==> src/rtl/encoder8_3_if.sv <==
// encoder8_3_if: vector input and index output handshakes of the 8-to-3 encoder
interface encoder8_3_if;
    logic [7:0] in_vec;
    logic       in_valid;
    logic       in_ready;
    logic       A;
    logic       B;
    logic       C;
    logic       out_valid;
    logic       out_ready;
    logic       out_last;
    logic       zero_err;
    modport master (
        output in_vec, in_valid, out_ready,
        input  in_ready, A, B, C, out_valid, out_last, zero_err
    );
    modport slave (
        input  in_vec, in_valid, out_ready,
        output in_ready, A, B, C, out_valid, out_last, zero_err
    );
endinterface

==> src/rtl/encoder8_3_seq.sv <==
// encoder8_3_seq: sequential 8-to-3 encoder, emits the index of every set bit of a vector
module encoder8_3_seq #(
    parameter bit MSB_FIRST = 1'b0
) (
    input  logic           sys_clk,
    input  logic           sys_rst,
    encoder8_3_if.slave    bus
);
    localparam logic [0:0] IDLE = 1'b0;
    localparam logic [0:0] EMIT = 1'b1;
    logic [0:0] r_state;
    logic [7:0] r_pending;
    logic       r_zero_err;
    logic [2:0] w_idx;
    logic [7:0] w_onehot;
    logic       w_last;
    logic       w_emit;
    // Priority-select the next index: the last match in scan order wins
    always_comb begin
        w_idx = 3'd0;
        for (int i = 0; i < 8; i++) begin
            if (r_pending[MSB_FIRST ? i : 7 - i]) w_idx = MSB_FIRST ? 3'(i) : 3'(7 - i);
        end
    end
    assign w_emit        = (r_state == EMIT);
    assign w_onehot      = 8'h01 << w_idx;
    assign w_last        = (r_pending != 8'h00) && ((r_pending & (r_pending - 8'h01)) == 8'h00);
    assign bus.in_ready  = !w_emit;
    assign bus.out_valid = w_emit;
    assign bus.out_last  = w_emit && w_last;
    assign {bus.A, bus.B, bus.C} = w_emit ? w_idx : 3'd0;
    assign bus.zero_err  = r_zero_err;
    // Accept vectors in IDLE, retire one set bit per accepted output beat in EMIT
    always_ff @(posedge sys_clk) begin
        if (sys_rst) begin
            r_state    <= IDLE;
            r_pending  <= 8'h00;
            r_zero_err <= 1'b0;
        end else begin
            r_zero_err <= !w_emit && bus.in_valid && (bus.in_vec == 8'h00);
            if (!w_emit) begin
                if (bus.in_valid && bus.in_vec != 8'h00) begin
                    r_pending <= bus.in_vec;
                    r_state   <= EMIT;
                end
            end else if (bus.out_ready) begin
                r_pending <= r_pending & ~w_onehot;
                if (w_last) r_state <= IDLE;
            end
        end
    end
endmodule

==> src/flat_wrapper.sv <==
// flat-port wrapper written by rule: the top's interface ports become plain ports
module encoder8_3_seq_flat 
#(
    parameter bit MSB_FIRST = 1'b0
)
  (sys_clk, sys_rst, bus_in_vec, bus_in_valid, bus_out_ready, bus_in_ready, bus_A, bus_B, bus_C, bus_out_valid, bus_out_last, bus_zero_err);
  encoder8_3_if bus_i ();
  input  logic sys_clk;
  input  logic sys_rst;
  input wire logic [$bits(bus_i.in_vec)-1:0] bus_in_vec;
  input wire logic [$bits(bus_i.in_valid)-1:0] bus_in_valid;
  input wire logic [$bits(bus_i.out_ready)-1:0] bus_out_ready;
  output wire logic [$bits(bus_i.in_ready)-1:0] bus_in_ready;
  output wire logic [$bits(bus_i.A)-1:0] bus_A;
  output wire logic [$bits(bus_i.B)-1:0] bus_B;
  output wire logic [$bits(bus_i.C)-1:0] bus_C;
  output wire logic [$bits(bus_i.out_valid)-1:0] bus_out_valid;
  output wire logic [$bits(bus_i.out_last)-1:0] bus_out_last;
  output wire logic [$bits(bus_i.zero_err)-1:0] bus_zero_err;
  assign bus_i.in_vec = bus_in_vec;
  assign bus_i.in_valid = bus_in_valid;
  assign bus_i.out_ready = bus_out_ready;
  assign bus_in_ready = bus_i.in_ready;
  assign bus_A = bus_i.A;
  assign bus_B = bus_i.B;
  assign bus_C = bus_i.C;
  assign bus_out_valid = bus_i.out_valid;
  assign bus_out_last = bus_i.out_last;
  assign bus_zero_err = bus_i.zero_err;
  encoder8_3_seq #(.MSB_FIRST(MSB_FIRST)) u_core (.sys_clk(sys_clk), .sys_rst(sys_rst), .bus(bus_i));
endmodule
==> config.mk <==
export PLATFORM = sky130hd
export DESIGN_NAME = encoder8_3_seq_flat
export DESIGN_NICKNAME = d
export VERILOG_FILES = /design/src/rtl/encoder8_3_if.sv /design/src/rtl/encoder8_3_seq.sv /design/src/flat_wrapper.sv
export SDC_FILE = /design/constraint.sdc
export NUM_CORES = 1
export LEC_CHECK = 0
export ABC_AREA = 1
export ABC_CLOCK_PERIOD_IN_PS = 2200
export CAP_MARGIN = 20
export CORE_AREA = 5 5 42 44
export DETAILED_ROUTE_END_ITERATION = 8
export DIE_AREA = 0 0 47 49
export DONT_BUFFER_PORTS = 1
export PLACE_DENSITY = 0.61
export RECOVER_POWER = 50
export SKIP_CTS_REPAIR_TIMING = 1
export SLEW_MARGIN = 20
export SYNTH_ARGS = -nofsm -noshare
export SYNTH_HDL_FRONTEND = slang
export SYNTH_SLANG_ARGS = --single-unit
export TNS_END_PERCENT = 30
==> constraint.sdc <==
create_clock -name sys_clk -period 2.2 [get_ports sys_clk]
set_input_delay 0.44 -clock sys_clk [delete_from_list [all_inputs] [get_ports sys_clk]]
set_output_delay 0.44 -clock sys_clk [all_outputs]
set_load 0.05 [all_outputs]
Yosys cells after proc, flatten, opt, wreduce, memory -nomap -nowiden --
Cells that the tools add are included.
Operators by class: add/sub/neg operators 1, multiply operators 0, div/mod/pow operators 0, order comparisons 0, equality and inequality tests 1, shift operators 1, muxes and demuxes 16, bitwise operators 3, reductions and logical operators 12
Operators with widths (count):
- two-way mux 3 bit | 9
- two-way mux 8 bit | 3
- AND 8 bit | 2
- zero test 8 bit | 2
- nonzero test 8 bit | 2
- NOT 8 bit | 1
- << shifter 1 x 3 -> 8 bit (first input constant) | 1
- subtractor 8 x 1 -> 8 bit (second input constant) | 1
- logical AND 1 bit | 5
- two-way mux 1 bit | 4
- inequality test 2 bit (second input constant) | 1
- AND reduction 2 bit | 1
- nonzero test 2 bit | 1
- zero test 1 bit | 1
Storage, ports and cells: register bits 10, bits in latches 0, memory bits (writable) 0, bits in read-only memories 0, input port bits 12, output and inout port bits 7, word-level logic and storage cells 37, memories 0

Depth between registers and ports, before layout --
Gate-level depths: netlist (run 1).
word-level depth 13, depth in mapped cells 8, gate-level depth less buffers 8

Worst setup path before layout (run 1) --
OpenSTA, ideal clock, no wires.
path type reg2out, start reg u_core.r_state, in the netlist u_core.bus.out_valid, end out bus_B, arrival 2.863 ns, required time 1.760 ns, path slack -1.103 ns, stages on the path, launching flop included 5, buffers on the path 2, path through dfxtp_1 -> buf_6 -> inv_2 -> buf_2 -> a2111oi_1
Between the ends: longest elaborated chain between the ends 1
RTL lines:
- from (decl) | line encoder8_3_seq.sv:11 | logic [0:0] r_state;
- from (signal assigned) | line encoder8_3_seq.sv:36 | r_state <= IDLE;
- from (signal assigned) | line encoder8_3_seq.sv:44 | r_state <= EMIT;
- from (signal assigned) | line encoder8_3_seq.sv:48 | if (w_last) r_state <= IDLE;
- two-way mux 3 bit | line encoder8_3_seq.sv:31 | assign {bus.A, bus.B, bus.C} = w_emit ? w_idx : 3'd0;
- to (decl) | line flat_wrapper.sv:15 | output wire logic [$bits(bus_i.B)-1:0] bus_B;
No other way between the ends.

Worst setup path in the final report (run 1) --
start reg u_core.r_state, in the netlist u_core.bus.out_valid, end reg u_core.r_pending[3]
Between the ends: longest elaborated chain between the ends 2, elaborated cells on any way between the ends 4, classes of those cells eq/ne (1); mux (1); reduce/logical (2)
RTL lines:
- inequality test 2 bit (no source line) / nonzero test 2 bit (equally long branches)
- AND reduction 2 bit (no source line)
- to (signal assigned) | line encoder8_3_seq.sv:43 | r_pending <= bus.in_vec;
- to (signal assigned) | line encoder8_3_seq.sv:47 | r_pending <= r_pending & ~w_onehot;
- to (decl) | line encoder8_3_seq.sv:12 | logic [7:0] r_pending;
Several ways; a longest one is shown, not always the timed one. A chain may end at the register's enable or synchronous reset.

==> impl_results.md, run 1 <==
- Final worst path period need: 2.05 ns
- Cell internal pwr: 0.357 mW
- Placed standard-cell area: 728 um2
- Synthesized Nets: 115
- Worst reg2reg endpoint: u_core.r_pending[3]
- Hold_sp: sys_rst
- Sw power: 0.215 mW
- Number of H-tree levels: 1
- Ratio of final minimum period to clock period: 93.1%
- Ordered cell list for the critical path: clkbuf_1 -> nand2_1 -> nand2_2 -> nand2_1 -> a21oi_1
- Die area: 0.00230 mm2
- Share of layout cells above drive strength 1: 14.5%
- Crit end category: flip-flop
- Nets@finish: 123
- Rows: 14
- Portion of the post-synthesis area used by sequential elements: 30.9%
- Die outline height: 49 um
- Area of the mapped netlist: 648 um2
- Relative slew slack: 39.5%
- Number of different library cells in the post-synthesis netlist: 21
- Gate power share: 33.2%
- Final number of max-transition violations: 0
- Number of enable flip-flop cells after synthesis: 0
- Required time worst endpoint: 2.40 ns
- Maximum number of pins on one net before global-route repair: 17
- Residual overflow from global routing: 0
- Via count of the first global-routing pass: 694
- Worst setup path class: reg -> reg
- TritonCTS Sinks: 10
- Leak pwr: 0.311 nW
- Clock root buffer: clkbuf_4
- Antenna-violating nets left: 0
- Critical path's slowest cell: clkbuf_1
- Routability congestion estimate from global placement: 0.759
- Number of vias in the routed layout: 725
- Cell type with the highest occurrence count on the critical path: nand2_1
- Critical Path Max Stage Delay: 0.69 ns
- Async set-or-reset flop fraction in the synthesized netlist: 0%
- Run status: finished, final reports clean
- Number of violations of the max-capacitance limit: 0
- Max Clk Rate: 488 MHz
- Switching fraction of total power: 37.5%
- Gate count after technology mapping: 103
- Critical Path Source Type: flip-flop
- Clock transition at the registers of the reported paths: 0.07 ns
- Dominant synthesized flop cell: dfxtp_1
- Launching point of the worst reg2reg path: u_core.bus.out_valid
- Delay-heaviest family, CP: simple AND/OR/NAND/NOR gates
- # IOs: 19
- Average detailed-routed wire length per instance: 13.5 um
- Hold violation total from the final report: 0
- Part of the power in registers: 37.5%
- CTS max path bufs: 2
- Starting utilization of the core area: 46.3%
- Worst reg2reg path depth: 5
- Final Routed Wirelength: 1710 um
- Area growth syn-to-layout: 17.0%
- IR Drop Worst-Case VDD: 0.000467 V
- Cell area power density: 754 mW/mm2
- Accumulated negative setup slack: 0 ns
- Initial antenna violation count: 0
- Proportion of power drawn by the clock network: 29.3%
- Clock latency of the later-clocked register in the worst-skew pair: 0.27 ns
- First-pass detailed-route iteration total: 4
- Setup repair after global routing missed its margin: false
- Final design area excluding fillers: 758 um2
- Filler cell count: 147
- CP bufs+invs: 1
- Count of buffers inserted at the top-level ports: 0
- Remaining design rule violation count: 0
- Placed wire-length estimate: 1310 um
- Maximum fanout along the worst path: 9
- Worst Hold Depth: 1
- Worst min-delay path category: in -> reg
- Diode count: 0
- Worst hold endpoint: u_core.r_pending[0]
- Wire length of the first global-routing pass: 2860 um
- Clock tree from TritonCTS: built
- Core footprint: 0.00140 mm2
- Detail-routed via count per cell: 5.75
- DRT iter0 DRCs: 14
- Final setup fails: 0
- Data arrival at the endpoint of the critical path: 2.25 ns
- Width of the chip: 47 um
- Transition time at the pin with the least slew margin: 0.908 ns
- Average instance area after synthesis: 6.29 um2
- Count of non-filler cells in the finished layout: 126
- Setup slack of the most critical reg-to-reg path: 0.15 ns
- Number of flip-flops and latches in the synthesized netlist: 10
- Total GRT Usage: 16.6%
- TritonCTS Buffers: 3
- Number of cells after detailed placement: 122
- Number of synthesis warnings: 0
- Clock Skew: 0.00284 ns
## registers in the layout, summed over array words and instances, names as in the netlist
name and count:
u_core.r_pending 8, u_core.bus.out_valid 1, u_core.bus.zero_err 1
## worst register-to-register path, delay by kind of cell, from the launching register on
kind | cells | cell delay (ns)
compound gates | 1 | 0.12
buf+inv | 1 | 0.69
flops | 1 | 0.34
simple gates | 3 | 0.83
## per-stage QoR
step / total power, mW / utilization (%) / worst slack, ns / hold slack, ns
2_1_floorplan: 0.371 / - / -0.0733 / 0.488
3_5_place_dp: 0.410 / 52.0 / 0.476 / 0.512
4_1_cts: 0.576 / 54.6 / 0.168 / 0.227
5_1_grt: 0.609 / 54.1 / 0.0103 / 0.219
6_report: 0.572 / 54.1 / 0.152 / 0.230
3_3_place_gp: 0.411 / 52.0 / 0.453 / 0.512
## routing by layer
metal / vias to the layer above / track usage (%) / wire, um
li1: 368 / - / -
met5: - / 0 / 0
met3: 5 / 4.06 / 134
met1: 321 / 22.3 / 809
met4: 0 / 9.22 / 38
met2: 31 / 23.3 / 723
## cells in the mapped netlist, types with 3 or more instances
library cell	number	area, um2
o21ai_0	6	30.0
a21oi_1	13	65.1
nor4_1	3	18.8
nand3_1	18	90.1
inv_1	5	18.8
nor2_1	9	33.8
nand2_1	26	97.6
dfxtp_1	10	200
## cells in the final DEF (no fill, tap or decap)
master | Yosys | final
nor2_1 | 9 | 9
nand2_1 | 26 | 27
nor4_1 | 3 | 3
nand2_2 | 1 | 1
o31ai_1 | 1 | 1
dfxtp_1 | 10 | 10
inv_1 | 5 | 5
or2_2 | 1 | 1
nor2_4 | 1 | 2
o21ai_0 | 6 | 6
clkbuf_4 | 0 | 3
clkbuf_1 | 1 | 1
nand3_1 | 18 | 18
nand4_1 | 1 | 1
buf_12 | 0 | 1
nor3_2 | 0 | 1
buf_4 | 0 | 4
a21oi_1 | 13 | 13
clkbuf_8 | 0 | 1
a2111oi_4 | 0 | 1
inv_2 | 1 | 1
## how the worst max path moves through the flow
| stage | start | to | depth (start not counted) |
|---|---|---|---|
| final | u_core.bus.out_valid | u_core.r_pending[3] | 5 |
| after global routing | u_core.r_pending[5] | bus_B | 4 |
| after CTS | u_core.r_pending[2] | bus_out_last | 6 |
| after detailed placement | u_core.r_pending[2] | bus_out_last | 6 |
| after global placement | u_core.r_pending[2] | bus_out_last | 6 |
| after floorplan | u_core.bus.out_valid | bus_A | 4 |
## logic make-up (layout without fill, tap and decap cells)
kind of cell | Yosys count | count (layout) | share of synthesized area [%]
compound gates | 21 | 21 | 17.4
flops | 10 | 10 | 30.9
buf+inv | 9 | 16 | 6.56
simple gates | 63 | 63 | 45.2
## power by group through the flow
stage | sequential [mW] | clock, mW | combinational (mW)
2_1_floorplan | 0.220 | 0 | 0.151
3_3_place_gp | 0.217 | 0 | 0.194
3_5_place_dp | 0.218 | 0 | 0.192
4_1_cts | 0.213 | 0.169 | 0.194
5_1_grt | 0.217 | 0.180 | 0.212
6_report | 0.215 | 0.167 | 0.190
## area by class of cell
class | instances | area, um2 | share of cell area, %
clock buffer | 4 | 36.3 | 4.79
tap | 16 | 20.0 | 2.64
multi-input combinational | 84 | 425 | 56.1
timing repair buffer | 6 | 53.8 | 7.10
inverter | 6 | 22.5 | 2.97
sequential | 10 | 200 | 26.4
Power figures use the tool's default switching activity.
==> run 2, diff against run 1 <==
CORE_AREA = 2 2 39 41   (was 5 5 42 44)
DIE_AREA = 0 0 41 43   (was 0 0 47 49)
==> run 2 against run 1 <==
Via count is 1.9% higher; final cell count shrank 0.79%; die area decreased by 23%; combinational power is essentially flat; clock-buffer cell count down 1; clock skew increased by 0.0011 ns; worst setup slack barely moved; critical endpoint is now bus_out_last; sequential share of layout area is 0.67 points higher; critical path depth grew 1; global-route usage up 7.4 points; largest power group unchanged; first-iteration DRC count is 120% higher; final area shrank 2.5%.
==> impl_results.md, run 2 (synthesis gave the netlist of run 1 again) <==
- Count of buffers inserted at the top-level ports: 0
- Commonest non-fill, non-tap cell in the layout: nand2_1
- Worst reg2reg path depth: 5
- Relative slew slack: 39.9%
- Critical path's slowest cell: dfxtp_1
- Clock root buffer: clkbuf_4
- Max FFs per register: 8
- Accumulated negative setup slack: 0 ns
- Clock latency of the later-clocked register in the worst-skew pair: 0.28 ns
- Crit end category: primary output
- Width of the chip: 41 um
- Number of vias in the routed layout: 739
- Remaining design rule violation count: 0
- Placed standard-cell area: 728 um2
- Worst setup path class: reg -> out
- Maximum fanout along the worst path: 5
- Final number of max-transition violations: 0
- Final setup fails: 0
- Launching point of the worst reg2reg path: u_core.bus.out_valid
- Starting utilization of the core area: 46.8%
- IR Drop Worst-Case VDD: 0.000324 V
- Leak pwr: 0.302 nW
- Sw power: 0.216 mW
- Data arrival at the endpoint of the critical path: 1.61 ns
- Proportion of power drawn by the clock network: 24.8%
- Rows: 14
- Max Clk Rate: 488 MHz
- Hold violation total from the final report: 0
- Die outline height: 43 um
- Setup slack of the most critical reg-to-reg path: 0.18 ns
- Hold_sp: sys_rst
- # IOs: 19
- Ordered cell list for the critical path: nor2_2 -> nand3_1 -> a21oi_1 -> nand3_1 -> nor2_1 -> buf_4
- Setup repair after global routing missed its margin: false
- CTS max path bufs: 2
- Routability congestion estimate from global placement: 0.825
- Register bank with the most flops: u_core.r_pending
- Diode count: 0
- Gate power share: 35.4%
- Nets@finish: 123
- Critical Path Source Type: flip-flop
- DRT iter0 DRCs: 31
- Residual overflow from global routing: 0
- Die area: 0.00176 mm2
- Final worst path period need: 2.05 ns
- Final design area excluding fillers: 739 um2
- Final Routed Wirelength: 1690 um
- Core footprint: 0.00138 mm2
- Average detailed-routed wire length per instance: 13.5 um
- Placed wire-length estimate: 1260 um
- TritonCTS Sinks: 10
- Leading cell types in the layout, fill and taps excluded: nand2_1, nand3_1, a21oi_1
- Total GRT Usage: 24.0%
- Clock tree from TritonCTS: built
- Share of layout cells above drive strength 1: 13.8%
- Number of H-tree levels: 1
- Run status: finished, final reports clean
- Critical Path Max Stage Delay: 0.34 ns
- Area growth syn-to-layout: 14.1%
- Worst Hold Depth: 1
- Initial antenna violation count: 0
- Worst reg2reg endpoint: u_core.r_pending[2]
- Cell area power density: 725 mW/mm2
- Ratio of final minimum period to clock period: 93.1%
- Cell internal pwr: 0.319 mW
- Clock Skew: 0.00394 ns
- Maximum number of pins on one net before global-route repair: 17
- First-pass detailed-route iteration total: 4
- Worst min-delay path category: in -> reg
- Cell type with the highest occurrence count on the critical path: nand3_1
- Detail-routed via count per cell: 5.91
- Switching fraction of total power: 40.4%
- Part of the power in registers: 39.8%
- Wire length of the first global-routing pass: 2890 um
- Via count of the first global-routing pass: 678
- Worst hold endpoint: u_core.bus.out_valid
- Transition time at the pin with the least slew margin: 0.901 ns
- TritonCTS Buffers: 3
- Final cell utilization of the core: 53.4%
- Number of violations of the max-capacitance limit: 0
- Clock transition at the registers of the reported paths: 0.07 ns
- Required time worst endpoint: 1.76 ns
- Antenna-violating nets left: 0
## run 2: cell count changes in the layout (fill, tap and decap cells not counted), sizes merged
cell	delta
clkbuf	-1
## run 2: worst max path at each step
stage	start	endpoint	slack (ns)	depth (start not counted)
after global placement	u_core.r_pending[2]	bus_out_last	0.42	6
after floorplan	u_core.bus.out_valid	bus_A	-0.07	4
after CTS	u_core.r_pending[2]	bus_out_last	0.15	6
final	u_core.r_pending[2]	bus_out_last	0.15	6
after detailed placement	u_core.r_pending[2]	bus_out_last	0.45	6
after global routing	u_core.r_pending[2]	bus_out_last	0.00004	6
## run 2: layout make-up
type                    count  area [um2]
multi-input cells          84         420
clock buffers               3        22.5
fillers                   150         644
well taps                  16        20.0
flip-flops and latches     10         200
repair buffers              6        53.8
inverters                   6        22.5
## run 2: metal layers
metal | part of all wire, % | global-route usage (%)
met1 | 45 | 32.8
met2 | 44 | 34.1
met3 | 8.7 | 5.24
met4 | 1.5 | 12.0
met5 | 0 | 0
## run 2: power groups by stage
stage	combinational, mW	sequential (mW)	clock (mW)
6_report	0.190	0.213	0.133
5_1_grt	0.212	0.216	0.139
4_1_cts	0.194	0.213	0.132
3_5_place_dp	0.193	0.217	0
3_3_place_gp	0.194	0.217	0
2_1_floorplan	0.151	0.220	0
## run 2: worst max-delay path: cells and delay by family, from the launching register on
family | cells | cell delay, ns
buffers and inverters | 1 | 0.20
AND/OR/NAND/NOR | 4 | 0.59
flip-flops | 1 | 0.34
AO/OA/AOI/OAI | 1 | 0.20
## run 2: metrics by stage
stage               hold slack [ns]  setup WS (ns)  cells  total power, mW
global route                  0.217      0.0000365    125            0.567
finish                        0.221          0.152    125            0.536
global placement              0.512          0.424    122            0.411
CTS                           0.224          0.149    125            0.539
floorplan                     0.488        -0.0733    103            0.371
detailed placement            0.513          0.452    122            0.411
